===== src/rtl/hstl_bidir_xfer_ctrl.sv =====
// rtl/hstl_bidir_xfer_ctrl.sv - half-duplex single-wire transfer engine driving a bidirectional HSTL DCI buffer
module hstl_bidir_xfer_ctrl #(
    parameter int DW  = 8,
    parameter int DIV = 4,
    parameter int TA  = 2
) (
    input  logic          CLK,
    input  logic          RST,
    input  logic          START,
    input  logic [DW-1:0] WR_DATA,
    input  logic          RD_EN,
    output logic          BUSY,
    output logic          DONE,
    output logic [DW-1:0] RD_DATA,
    output logic          PAD_I,
    output logic          PAD_T,
    input  logic          PAD_O
);

    localparam int DCW = (DIV > 1) ? $clog2(DIV) : 1;
    localparam int BCW = (DW  > 1) ? $clog2(DW)  : 1;
    localparam int TCW = (TA  > 1) ? $clog2(TA)  : 1;

    typedef enum logic [2:0] {
        S_IDLE,
        S_WRITE,
        S_TURN,
        S_READ,
        S_PARK
    } state_t;

    state_t         state;
    logic [DCW-1:0] div_cnt;
    logic [BCW-1:0] bit_cnt;
    logic [TCW-1:0] ta_cnt;
    logic [DW-1:0]  wr_sh;
    logic [DW-1:0]  rd_sh;
    logic           rd_en_q;

    logic           div_last;
    logic           bit_last;
    logic           ta_last;
    logic           sample;
    logic [DW-1:0]  wr_next;
    logic [DW:0]    rd_cat;
    logic [DW-1:0]  rd_next;

    assign div_last = (div_cnt == DCW'(DIV - 1));
    assign bit_last = (bit_cnt == BCW'(DW - 1));
    assign ta_last  = (ta_cnt  == TCW'(TA - 1));
    // Mid-bit sampling keeps the read eye centred on the remote driver's bit period
    assign sample   = (div_cnt == DCW'(DIV / 2));
    assign wr_next  = wr_sh << 1;
    assign rd_cat   = {rd_sh, PAD_O};
    assign rd_next  = rd_cat[DW-1:0];

    always_ff @(posedge CLK or posedge RST) begin
        if (RST) begin
            state   <= S_IDLE;
            div_cnt <= '0;
            bit_cnt <= '0;
            ta_cnt  <= '0;
            wr_sh   <= '0;
            rd_sh   <= '0;
            rd_en_q <= 1'b0;
            BUSY    <= 1'b0;
            DONE    <= 1'b0;
            RD_DATA <= '0;
            PAD_I   <= 1'b0;
            PAD_T   <= 1'b1;
        end else begin
            DONE <= 1'b0;
            case (state)
                S_IDLE: begin
                    if (START) begin
                        wr_sh   <= WR_DATA;
                        rd_en_q <= RD_EN;
                        PAD_I   <= WR_DATA[DW-1];
                        PAD_T   <= 1'b0;
                        BUSY    <= 1'b1;
                        div_cnt <= '0;
                        bit_cnt <= '0;
                        state   <= S_WRITE;
                    end
                end
                S_WRITE: begin
                    if (div_last) begin
                        div_cnt <= '0;
                        if (bit_last) begin
                            bit_cnt <= '0;
                            ta_cnt  <= '0;
                            PAD_T   <= 1'b1;
                            PAD_I   <= 1'b0;
                            state   <= rd_en_q ? S_TURN : S_PARK;
                        end else begin
                            bit_cnt <= bit_cnt + 1'b1;
                            wr_sh   <= wr_next;
                            PAD_I   <= wr_next[DW-1];
                        end
                    end else begin
                        div_cnt <= div_cnt + 1'b1;
                    end
                end
                S_TURN: begin
                    if (ta_last) begin
                        ta_cnt  <= '0;
                        div_cnt <= '0;
                        bit_cnt <= '0;
                        rd_sh   <= '0;
                        state   <= S_READ;
                    end else begin
                        ta_cnt <= ta_cnt + 1'b1;
                    end
                end
                S_READ: begin
                    if (sample) rd_sh <= rd_next;
                    if (div_last) begin
                        div_cnt <= '0;
                        if (bit_last) begin
                            bit_cnt <= '0;
                            // With DIV=2 the last sample lands on the closing edge itself
                            RD_DATA <= sample ? rd_next : rd_sh;
                            state   <= S_PARK;
                        end else begin
                            bit_cnt <= bit_cnt + 1'b1;
                        end
                    end else begin
                        div_cnt <= div_cnt + 1'b1;
                    end
                end
                S_PARK: begin
                    BUSY  <= 1'b0;
                    DONE  <= 1'b1;
                    state <= S_IDLE;
                end
                default: state <= S_IDLE;
            endcase
        end
    end

endmodule


===== config.mk =====
export PLATFORM = sky130hd
export DESIGN_NAME = hstl_bidir_xfer_ctrl
export DESIGN_NICKNAME = d
export VERILOG_FILES = /design/src/rtl/hstl_bidir_xfer_ctrl.sv
export SDC_FILE = /design/constraint.sdc
export NUM_CORES = 1
export LEC_CHECK = 0
export CAP_MARGIN = 20
export CORE_UTILIZATION = 49
export DETAILED_ROUTE_END_ITERATION = 12
export PLACE_DENSITY = 0.75
export SYNTH_ARGS = -nofsm -noshare
export SYNTH_HDL_FRONTEND = slang
export SYNTH_SLANG_ARGS = --single-unit

===== constraint.sdc =====
create_clock -name CLK -period 1.8 [get_ports CLK]
set_input_delay 0.27 -clock CLK [delete_from_list [all_inputs] [get_ports CLK]]
set_output_delay 0.27 -clock CLK [all_outputs]
set_load 0.03 [all_outputs]

* Word-level counts from Yosys, hierarchy flattened
Index checks and enable logic that the tools add are counted.
Storage, ports and cells: bits in registers 37, input port bits 13
Cells by class: add/sub/neg operators 3, equal/unequal tests 15, multiplexer cells 39, reductions and logical operators 18
Operators with widths (count):
- 2-to-1 mux 3 bit | 11
- 2-to-1 mux 7 bit | 3
- 2-to-1 mux 8 bit | 2
- one-hot mux 8 bit (2 select lines) | 1
- != test 2 bit, second input constant | 7
- one-hot mux 7 bit (2 select lines) | 1
- one-hot mux 3 bit (4 select lines) | 1
- AND reduction 3 bit | 4
- AND reduction 4 bit | 3
- 2-to-1 mux 1 bit | 11
- one-hot mux 3 bit (3 select lines) | 1
- one-hot mux 1 bit (2 select lines) | 4
- nonzero test 2 bit | 4
- equality test 3 x 2 -> 1 bit, second input constant | 2
- equality test 3 bit, second input constant | 2
- 2-to-1 mux 2 bit | 3
- one-hot mux 2 bit (3 select lines) | 1
- AND reduction 2 bit | 3
- AND reduction 6 bit | 1
- equality test 2 bit, second input constant | 2
- adder 3 x 1 -> 3 bit, second input constant | 1
- equality test 3 x 1 -> 1 bit, second input constant | 1
- logical NOT 3 bit | 1
- nonzero test 3 bit | 1
- other kinds (4) | 4

* Longest topological paths before layout
depth in word-level cells 4, mapped depth 7, depth with buffers taken out 5

* Worst setup path before layout
No wires, ideal clock.
kind register -> register, from register bit_cnt[0], to register wr_sh[1], setup time 125 ps, arrival 1578 ps, slack 97 ps, cell stages (with the launch flop) 6, period minus slack after synthesis 1703 ps, path through dfrtp_1 -> ha_1 -> ha_1 -> nand3b_4 -> a21boi_4 -> mux2_4
On the way: word-level cells in the longest chain between the ends 3
Ends and longest elaborated chain:
- start, declared | RTL line 34 | logic [BCW-1:0] bit_cnt;
- start signal, assigned | RTL line 96 | bit_cnt <= bit_cnt + 1'b1;
- start signal, assigned | RTL line 125 | bit_cnt <= bit_cnt + 1'b1;
- equality test 3 bit | RTL line 49 | assign bit_last = (bit_cnt == BCW'(DW - 1));
- != test 2 bit (no line)
- AND reduction 4 bit (no line)
- end signal, assigned | RTL line 97 | wr_sh <= wr_next;
- end, declared | RTL line 36 | logic [DW-1:0] wr_sh;
Every way passes these cells. A chain may end at the register's enable or synchronous reset.

* Worst setup path in the final report
from register bit_cnt[1], to register RD_DATA[2]
On the way: word-level cells in the longest chain between the ends 2
Ends and longest elaborated chain:
- equality test 3 bit | RTL line 49
- AND reduction 3 bit (no line)
- end signal, assigned | RTL line 122 | RD_DATA <= sample ? rd_next : rd_sh;
- end, declared | RTL line 14 | output logic [DW-1:0] RD_DATA,
Every way passes these cells.

==> results.cfg <==
[synthesis]
synthFlopType = dfrtp_1
postSynthAreaPerCell_um2 = 12.85
synth_fp_nets = 166
netlist_instances = 148
seq_area_frac_synth_pct = 48.75
yosysUniqueCellTypes = 38
synth_compound_area_share_pct = 12.24
yosys-top-cells-count = 36 x dfrtp_1, 24 x mux2_2, 12 x a22o_1
synthArstFlopShare_pct = 100.0
synth_edf_count = 0
synthAdderAreaFrac_pct = 3.289
yosysTopAreaCell = dfrtp_1
synthMuxAreaShare_pct = 20.00
synth_top_area_share_pct = 47.37
syn_area_um2 = 1902
yosysMostFrequentCell = dfrtp_1
synth-simple-area-share_pct = 11.51
synth_top_family_by_area = multiplexers
ys_warn_count = 0
synth-xor-area-share_pct = 0
synthTopCellsByArea = dfrtp_1 47%, mux2_2 14%, a22o_1 5.5%
ys_ff_latch = 37

[final_layout]
areaGrowthSynthToFinish_pct = 24.87
diodes = 0
drive_gt1_share_pct = 31.49
fin_nets = 198
fillCellCount = 285

[clock_network]
cts_tree = built
cts_hold_buffers = 0
root_buffer = clkbuf_8
htreeDepth = 2
cts_buffers = 5
cts_buffer_depth = 2
cts.reportedPaths.clkPinSlew_ps = 80
cts.sinks = 37
clk_latency_ps = 280

[global_route]
grt_max_degree = 38
use_met2_pct = 32.63
gr-usage-met1_pct = 25.17
grt_pass1_vias = 1274
grt_first_pass_wirelength_um = 6113
antenna_found_initial = 0
grt_remaining_overflow = 0
met3_usage_pct = 6.429
busiest_layer = met2
track_usage_pct = 19.82

[die]
die_area_um2 = 4134
io_pins = 25
placementRows = 22
core-area_um2 = 3689
die_w_um = 64.30
die_h_um = 64.30
initial_core_util_pct = 51.56

[placement]
port_buffers = 24
post-dp-hpwl_um = 2535
routabilityCongestion = 0.8027

[worst_setup_path]
r2r_cells = 5
r2r_setup_slack_ps = 110
critical_path_required_ps = 1970
cp_max_fo = 8
critPathSlowestCell = dfrtp_1
crit_path_frequent_cell = ha_2
reg2reg_to = RD_DATA[2]
end_kind = flip-flop
path_class = flip-flop to flip-flop
critical_path.cell_chain = ha_2, ha_2, nand3_2, nor2_4, mux2_2
slowest_delay_ps = 380
start_kind = flip-flop
arrival_ps = 1850
r2r-start = bit_cnt[1]

[drt]
first_pass_iters = 4
drc = 0
via_count = 1255
viasPerCell = 5.480
drt_iter0_drc = 45
wl_per_cell_um = 15.72
wl_um = 3601
ant_nets = 0

[power_and_ir_drop]
leakagePower_nw = 1.123
power_per_cell_area_nw_per_um2 = 1245
peakVddDrop_v = 0.0008690

[worst_hold_path]
hold_path_class = primary input to async pin

[timing]
setup_viol = 0
hold_viol = 0
min_period_ps = 1687
hold_ws_ps = 377.6
final.period_utilization_pct = 93.72
slew_violations = 0
rsz0062_at_grt = no
max_freq_mhz = 592.8
setup_tns_ps = 0
slew_headroom_pct = 64.39
max_slew.worst_pin.slew_ps = 534.1
skew_ps = 5.911

[run]
cap_violations = 0

[status]
outcome = complete, no violations
==> cell type report <==
class	count	area [um^2]	area share [%]
Clock inverter	3	68.82	2.898
Timing Repair Buffer	33	322.8	13.59
Multi-Input combinational cell	97	904.6	38.09
Clock buffer	5	68.82	2.898
Tap cell	48	60.06	2.529
Inverter	6	22.52	0.9484
Sequential cell	37	927.1	39.04
==> metrics by stage <==
step	worst slack, ps	cell area [um^2]	utilization [%]	total power [W]	std cells
5_1_grt	15.23	2375	64.38	0.003125	229
3_5_place_dp	52.51	2205	59.77	0.002051	220
2_1_floorplan	96.85	1902	-	0.001786	148
3_3_place_gp	87.71	2205	59.77	0.002000	220
6_report	113.1	2375	64.38	0.002957	229
4_1_cts	15.24	2342	63.50	0.002923	228
==> kinds of logic after synthesis <==
kind of cell	Yosys count
simple gates	32
compound gates	28
buf+inv	14
flops	37
fa+ha+maj	5
mux	32
==> critical path: cells and delay by family, from the launching register on <==
family | cells | cell delay (ps)
flip-flops | 1 | 380
multiplexers | 1 | 380
adder cells (fa/ha/maj) | 2 | 410
AND/OR/NAND/NOR | 2 | 400
==> sequential cells by signal, summed over array words and instances, names as in the netlist, 2 cells and up <==
signal / flops
div_cnt: 2
rd_sh: 8
bit_cnt: 3
RD_DATA: 8
state: 3
wr_sh: 7
==> where the power goes <==
part	leakage [nW]	switching, W	internal (W)
clock network	0.0687	0.000299	0.000558
registers	0.488	0.000112	0.000976
logic	0.566	0.000424	0.000589
==> what timing repair did <==
| item | in CTS | in global routing |
|---|---|---|
| buffers inserted | 0 | 1 |
| resized for setup | 0 | 4 |
| setup endpoints to repair | 0 | 15 |
==> layer usage <==
| layer | up-vias | routed length (um) |
|---|---|---|
| li1 | 597 | - |
| met2 | 27 | 1838 |
| met4 | 0 | 17 |
| met1 | 627 | 1610 |
| met3 | 4 | 134 |
| met5 | - | 0 |
==> worst max path at each step <==
stage,to,slack (ps),startpoint
floorplan,wr_sh[1],100,bit_cnt[0]
global placement,wr_sh[5],90,bit_cnt[1]
detailed placement,wr_sh[2],50,bit_cnt[1]
CTS,PAD_T,20,PAD_T
global route,RD_DATA[2],20,div_cnt[0]
finish,RD_DATA[2],110,bit_cnt[1]
==> cells in the final DEF (no fill, tap or decap), types with 2 or more instances in the layout <==
cell type	count
nor3_1	3
ha_1	3
mux2_4	6
o21a_1	2
a21oi_1	3
bufinv_16	2
ha_2	2
nor2b_1	3
a22o_1	12
mux2i_1	2
o2bb2ai_1	3
mux2_2	24
dfrtp_1	36
nor2_1	5
nand2_1	6
nand2b_4	2
inv_1	6
clkdlybuf4s50_1	23
clkbuf_8	5
and3_1	2
buf_4	8
No activity file was read; power rests on OpenSTA's default activity.
